### config.mk
export PLATFORM = sky130hd
export DESIGN_NAME = seg_scan_ctrl
export DESIGN_NICKNAME = d
export VERILOG_FILES = /design/src/rtl/seg_scan_pkg.sv /design/src/rtl/refresh_prescaler.sv /design/src/rtl/seg_scan_ctrl.sv
export SDC_FILE = /design/constraint.sdc
export NUM_CORES = 1
export LEC_CHECK = 0
export CAP_MARGIN = 20
export CORE_AREA = 2 2 103 105
export CTS_CLUSTER_DIAMETER = 120
export DETAILED_ROUTE_END_ITERATION = 7
export DIE_AREA = 0 0 105 107
export PLACE_DENSITY = 0.69
export SYNTH_ARGS = -nofsm -noshare
export SYNTH_HDL_FRONTEND = slang
export SYNTH_SLANG_ARGS = --single-unit
### constraint.sdc
create_clock -name clk -period 6 [get_ports clk]
set_input_delay 1.5 -clock clk [delete_from_list [all_inputs] [get_ports clk]]
set_output_delay 1.5 -clock clk [all_outputs]
set_load 0.01 [all_outputs]
### src/rtl/seg_scan_pkg.sv
// Shared constants and types for the 8-digit multiplexed hex display scanner.
// Optional leading-zero blanking is enabled by defining SEG_SCAN_LZB_EN.
package seg_scan_pkg;

  localparam int NUM_DIGITS = 8;
  localparam int NIB_W      = 4;
  localparam int SEL_W      = 3;

  typedef logic [SEL_W-1:0] digit_sel_t;

  // Index of the most significant non-zero digit; 0 when every digit is 0.
  function automatic digit_sel_t top_digit(
    input logic [NUM_DIGITS*NIB_W-1:0] v
  );
    top_digit = '0;
    for (int k = 0; k < NUM_DIGITS; k++) begin
      if (v[k*NIB_W +: NIB_W] != '0) top_digit = digit_sel_t'(k);
    end
  endfunction

endpackage

### src/rtl/refresh_prescaler.sv
// Dwell timer for the display scanner: counts 0..DIV-1 and flags the wrap
// cycle as a tick.
module refresh_prescaler #(
  parameter int DIV = 100000
) (
  input  logic clk,
  input  logic rst,
  output logic tick
);

  localparam int CW = (DIV > 1) ? $clog2(DIV) : 1;
  localparam logic [CW-1:0] LAST = CW'(DIV - 1);

  logic [CW-1:0] cnt;

  assign tick = (cnt == LAST);

  always_ff @(posedge clk) begin
    if (rst) begin
      cnt <= '0;
    end else if (tick) begin
      cnt <= '0;
    end else begin
      cnt <= cnt + 1'b1;
    end
  end

endmodule

### src/rtl/seg_scan_ctrl.sv
// Multiplexed 8-digit hex display scanner with frame-synchronous updates.
// Define SEG_SCAN_LZB_EN to blank leading zero digits.
module seg_scan_ctrl
  import seg_scan_pkg::*;
#(
  parameter int DIV = 100000
) (
  input  logic                        clk,
  input  logic                        rst,
  input  logic [NUM_DIGITS*NIB_W-1:0] data_in,
  input  logic                        load,
  output logic [NIB_W-1:0]            nibble,
  output digit_sel_t                  sel,
  output logic                        blank,
  output logic                        pending,
  output logic                        frame_start
);

  logic                        tick;
  logic                        boundary;
  logic [NUM_DIGITS*NIB_W-1:0] disp_reg;
  logic [NUM_DIGITS*NIB_W-1:0] pend_reg;

  refresh_prescaler #(
    .DIV (DIV)
  ) u_presc (
    .clk  (clk),
    .rst  (rst),
    .tick (tick)
  );

  assign boundary = tick && (sel == digit_sel_t'(NUM_DIGITS - 1));

  always_ff @(posedge clk) begin
    if (rst) begin
      sel         <= '0;
      frame_start <= 1'b0;
    end else begin
      frame_start <= boundary;
      if (tick) sel <= sel + 1'b1;
    end
  end

  // Display contents only move at a frame boundary so a frame never tears.
  always_ff @(posedge clk) begin
    if (rst) begin
      disp_reg <= '0;
      pend_reg <= '0;
      pending  <= 1'b0;
    end else if (boundary) begin
      if (load) begin
        disp_reg <= data_in;
      end else if (pending) begin
        disp_reg <= pend_reg;
      end
      pending <= 1'b0;
    end else if (load) begin
      pend_reg <= data_in;
      pending  <= 1'b1;
    end
  end

  assign nibble = disp_reg[sel*NIB_W +: NIB_W];

`ifdef SEG_SCAN_LZB_EN
  assign blank = (sel > top_digit(disp_reg));
`else
  assign blank = 1'b0;
`endif

endmodule

Yosys cells after proc, flatten, opt, wreduce, memory -nomap -nowiden
Index checks and enable logic that the tools add are counted.
{"block": "totals", "register_bits": 86, "latch_bits": 0, "mem_bits_rw": 0, "mem_bits_ro": 0, "input_bits": 35, "output_inout_bits": 10, "word_cells": 20, "memories": 0}
{"block": "op_classes", "n_addsub": 2, "multipliers": 0, "div": 0, "n_lt_le_gt_ge": 0, "n_eq_ne": 2, "shifts": 1, "mux": 2, "bitwise": 1, "reduce_logical": 6}
{"operator": "32-bit two-way mux", "count": 2}
{"operator": "32-bit by 6-bit variable part select with 4-bit output", "count": 1}
{"operator": "17-bit by 1-bit adder with 17-bit output (second input constant)", "count": 1}
{"operator": "17-bit equality test (second input constant)", "count": 1}
{"operator": "2-bit AND reduction", "count": 2}
{"operator": "2-bit OR reduction", "count": 2}
{"operator": "3-bit by 1-bit adder with 3-bit output (second input constant)", "count": 1}
{"operator": "3-bit equality test (second input constant)", "count": 1}
{"operator": "2-bit nonzero test", "count": 1}
{"operator": "1-bit logical AND", "count": 1}
{"operator": "1-bit inverter", "count": 1}

Depth between registers and ports, before layout
{"block": "depth", "word_depth": 4, "ltp_mapped": 8, "depth_no_buf": 5}

Hierarchy
Synthesis repeated with hierarchy kept, for this count alone.
{"block": "hier_totals", "cells_unflattened": 406, "hier_area_um2": 3792.4}
{"module": "seg_scan_ctrl", "n_inst": 1, "cells_each": 318, "area_each_um2": 2995.4, "seq_area_each_um2": 1381.3}
{"module": "refresh_prescaler", "n_inst": 1, "cells_each": 88, "area_each_um2": 797.0, "seq_area_each_um2": 340.3}

Worst setup path before layout
No wires, ideal clock.
{"block": "synth_path", "path_kind": "flip-flop to output port", "from": "register sel[0]", "to": "output port nibble[0]", "arrival_ps": 1714, "required_ps": 4500, "setup_slack_ps": 2786, "stages_incl_launch_ff": 4, "n_path_buf": 1, "cell_sequence": "dfxtp_1 > clkbuf_1 > mux4_2 > mux2_2"}
{"block": "synth_between", "elab_chain_cells": 1}
{"element": "start, declared", "line_no": "seg_scan_ctrl.sv:13", "text": "output digit_sel_t sel,"}
{"element": "start signal, assigned", "line_no": "seg_scan_ctrl.sv:40", "text": "if (tick) sel <= sel + 1'b1;"}
{"element": "32-bit by 6-bit variable part select with 4-bit output", "line_no": "seg_scan_ctrl.sv:63", "text": "assign nibble = disp_reg[sel*NIB_W +: NIB_W];"}
{"element": "end, declared", "line_no": "seg_scan_ctrl.sv:12", "text": "output logic [NIB_W-1:0] nibble,"}
Every way passes these cells.

Final worst setup path
{"block": "layout_path", "from": "register sel[0]", "to": "output port nibble[2]"}
Same word-level chain as after synthesis.

==> flow_metrics.py <==
metrics = {
    "power": {
        "p_comb_share_pct": 8.8,
        "p_sw_w": 0.0002759,
        "pwr-share-clk_pct": 41.4,
        "ir_drop_mv": 0.1349,
        "power_density_nw_per_um2": 233.7,
        "seqPwrFrac_pct": 49.8,
        "p_leak_nw": 2.043,
        "p_int_w": 0.0009198,
        "switching_share_pct": 23.08,
    },
    "detailed_routing": {
        "drcViolationCount": 0,
        "first_pass_iters": 5,
        "via_per_inst": 5.010,
        "via_count": 3046,
        "drt_iter0_markers": 117,
        "wl_per_cell_microns": 13.63,
        "drt-total-wl_microns": 8285,
        "antenna_left": 0,
    },
    "critical_path": {
        "crit_path_end": "nibble[2]",
        "worstSetupStartpoint": "sel[0]",
        "r2r_end": "disp_reg[21]",
        "cp_max_fo": 11,
        "cp.arrival_ps": 2520,
        "ff2ff_path_depth": 6,
        "cp-start-kind": "flop",
        "end_kind": "output pin",
        "critPathKind": "reg2out",
        "r2r_start": "u_presc.cnt[0]",
        "reg2reg_slack_ps": 3400,
        "required_ps": 4500,
    },
    "timing": {
        "maxSlewHeadroom_pct": 29.17,
        "setup_viol": 0,
        "min_period_ps": 4022,
        "finalClockSkew_ps": 10.42,
        "hold_viol": 0,
        "final_max_slew_viol_count": 0,
        "rsz0062_at_grt": "no",
        "max_freq_ghz": 0.2486,
        "fin_crit_sh_pct": 67.04,
        "worst_pin_slew_ps": 1062,
        "tns_ps": 0,
    },
    "clock_tree": {
        "h-tree-depth": 3,
        "cts_made_buffers": 9,
        "postCtsHoldBufs": 0,
        "tritoncts": "built",
        "clkSinkCount": 86,
        "clock_path_buffers": 2,
        "cts_root_buf": "clkbuf_8",
        "cts_setup_buffers": 0,
        "clk_pin_slew_worst_paths_ps": 80,
        "clk-insertion-delay-late_ps": 360,
        "post_cts_resized": 0,
    },
    "grt": {
        "grt_pass1_wl_microns": 14010,
        "grt_pass1_vias": 2974,
        "track_usage_pct": 15.55,
        "grt_max_degree": 136,
        "grt_overflow": 0,
        "antenna_found_initial": 0,
    },
    "synthesis": {
        "ys_seq_area_share_pct": 38.74,
        "synth_top_area_share_pct": 38.74,
        "synth_cell_types": 39,
        "syn_area_sq_um": 4444,
        "yosys_warnings": 0,
        "synth_top_cell_by_area": "dfxtp_1",
        "netlist_instances": 445,
        "avgSynthCellArea_sq_um": 9.987,
        "syn-num-nets": 483,
        "synth-seq-cells": 86,
        "yosys-top-cells-area": "dfxtp_1, mux2i_1, nand2b_1, mux2_2, nor2b_1",
    },
    "cells_and_area": {
        "utilization_pct": 50.69,
        "fillers": 965,
        "n_antenna_cell": 0,
        "layout-area-overhead-vs-synth_pct": 15.12,
        "fin_nets": 505,
        "layout-drive-gt1-share_pct": 13.98,
    },
    "die": {
        "start_util_pct": 44.04,
        "dieArea_sq_um": 11240,
        "die_h_microns": 107,
        "std_cell_rows": 37,
        "core_area_sq_um": 10090,
        "die_width_microns": 105,
        "ioPinCount": 45,
    },
    "min_path": {
        "hold_path_class": "reg2reg",
    },
    "job": {
        "cap_violations": 0,
    },
    "placement": {
        "hpwl_microns": 5552,
        "port-buffer-count": 43,
        "gp_congestion": 0.7348,
    },
    "outcome": {
        "status": "completed",
    },
}
[cells in the final DEF, fill, tap and decap left out, drive strengths merged, types with 2 or more instances in the layout]
master	instances
dfxtp	86
or4b	2
inv	5
clkbuf	9
mux2i	64
nor2b	32
ha	3
nand2	6
o21ai	4
nor2	51
nand2b	64
or3	4
buf	4
nand4	9
mux2	36
nor4	4
bufinv	3
a21oi	4
nand3	5
clkdlybuf4s50	41
xor2	7
mux4	8
xnor2	7
nor4b	3
[cells in the mapped netlist]
cell type,count
conb_1,1
inv_1,3
buf_4,3
or2_0,1
mux2_2,33
nor2b_1,32
or3b_4,1
clkbuf_2,2
and3_1,1
mux4_2,8
buf_2,1
nor2_1,51
nand2_1,6
a21boi_2,1
nand2b_1,64
nand3_1,5
xnor2_1,7
buf_6,6
nor4b_4,1
nor3_1,1
or4b_1,2
xor2_1,7
nor4_4,1
nand4_2,1
a211oi_1,1
clkbuf_1,18
buf_1,4
nor4b_1,2
and4_1,1
mux2_1,3
ha_1,3
a21oi_1,4
o21ai_0,4
nor4_1,3
nand4_1,8
or3_1,4
nand4b_1,1
dfxtp_1,86
mux2i_1,64
[power by group through the flow]
stage | registers, W | clock network [W] | logic, W
global route | 0.000597 | 0.000534 | 0.000117
floorplan | 0.000606 | 0 | 0.0000718
CTS | 0.000595 | 0.000507 | 0.000107
global placement | 0.000608 | 0 | 0.000104
finish | 0.000595 | 0.000496 | 0.000105
detailed placement | 0.000608 | 0 | 0.000106
[routing by layer]
layer  track usage (%)  part of all wire (%)  up-vias
li1                  -                     -     1550
met1             20.62                    51     1441
met2             24.44                    45       46
met3             3.283                   3.1        9
met4             6.857                   1.6        0
met5                 0                     0        -
[per-stage QoR]
stage / setup WS (ps) / area (sq um) / hold slack [ps] / cells / power [W]
floorplan: 2786 / 4444 / 441.2 / 445 / 0.0006776
detailed placement: 2202 / 4872 / 467.1 / 592 / 0.0007149
finish: 1978 / 5116 / 477.3 / 608 / 0.001196
global route: 1814 / 5116 / 493.8 / 608 / 0.001248
CTS: 1911 / 5116 / 480.3 / 608 / 0.001209
global placement: 2296 / 4872 / 456.6 / 592 / 0.0007118
[worst min-delay path by stage]
stage	from	end	depth (start not counted)	slack [ps]
2_1_floorplan	u_presc.cnt[0]	u_presc.cnt[0]	1	440
3_3_place_gp	pend_reg[5]	pend_reg[5]	2	460
3_5_place_dp	pend_reg[29]	pend_reg[29]	2	470
4_1_cts	pend_reg[2]	pend_reg[2]	2	480
5_1_grt	pend_reg[27]	pend_reg[27]	2	490
6_report	pend_reg[0]	pend_reg[0]	2	480
[logic make-up after synthesis]
logic type      synth area share (%)
mux                            27.59
other cells                  0.08438
fa+ha+maj                     0.8447
xor+xnor                       2.759
simple gates                   24.18
flops                          38.74
buf+inv                        4.476
compound gates                 1.323
[worst max-delay path, cell delays in order, from the launching register on]
cell             delay (ps)
dfxtp_1                 780
mux4_2                  600
mux2_2                  300
clkdlybuf4s50_1         490
[area by class of cell]
type,count,area (sq um),area share (%)
repair buffers,45,437.9,8.560
clock inverters,7,120.1,2.348
multi-input cells,322,2531,49.47
flip-flops and latches,86,1722,33.65
inverters,3,11.26,0.2201
clock buffers,9,123.9,2.421
well taps,136,170.2,3.326
No activity file was read; power rests on OpenSTA's default activity.
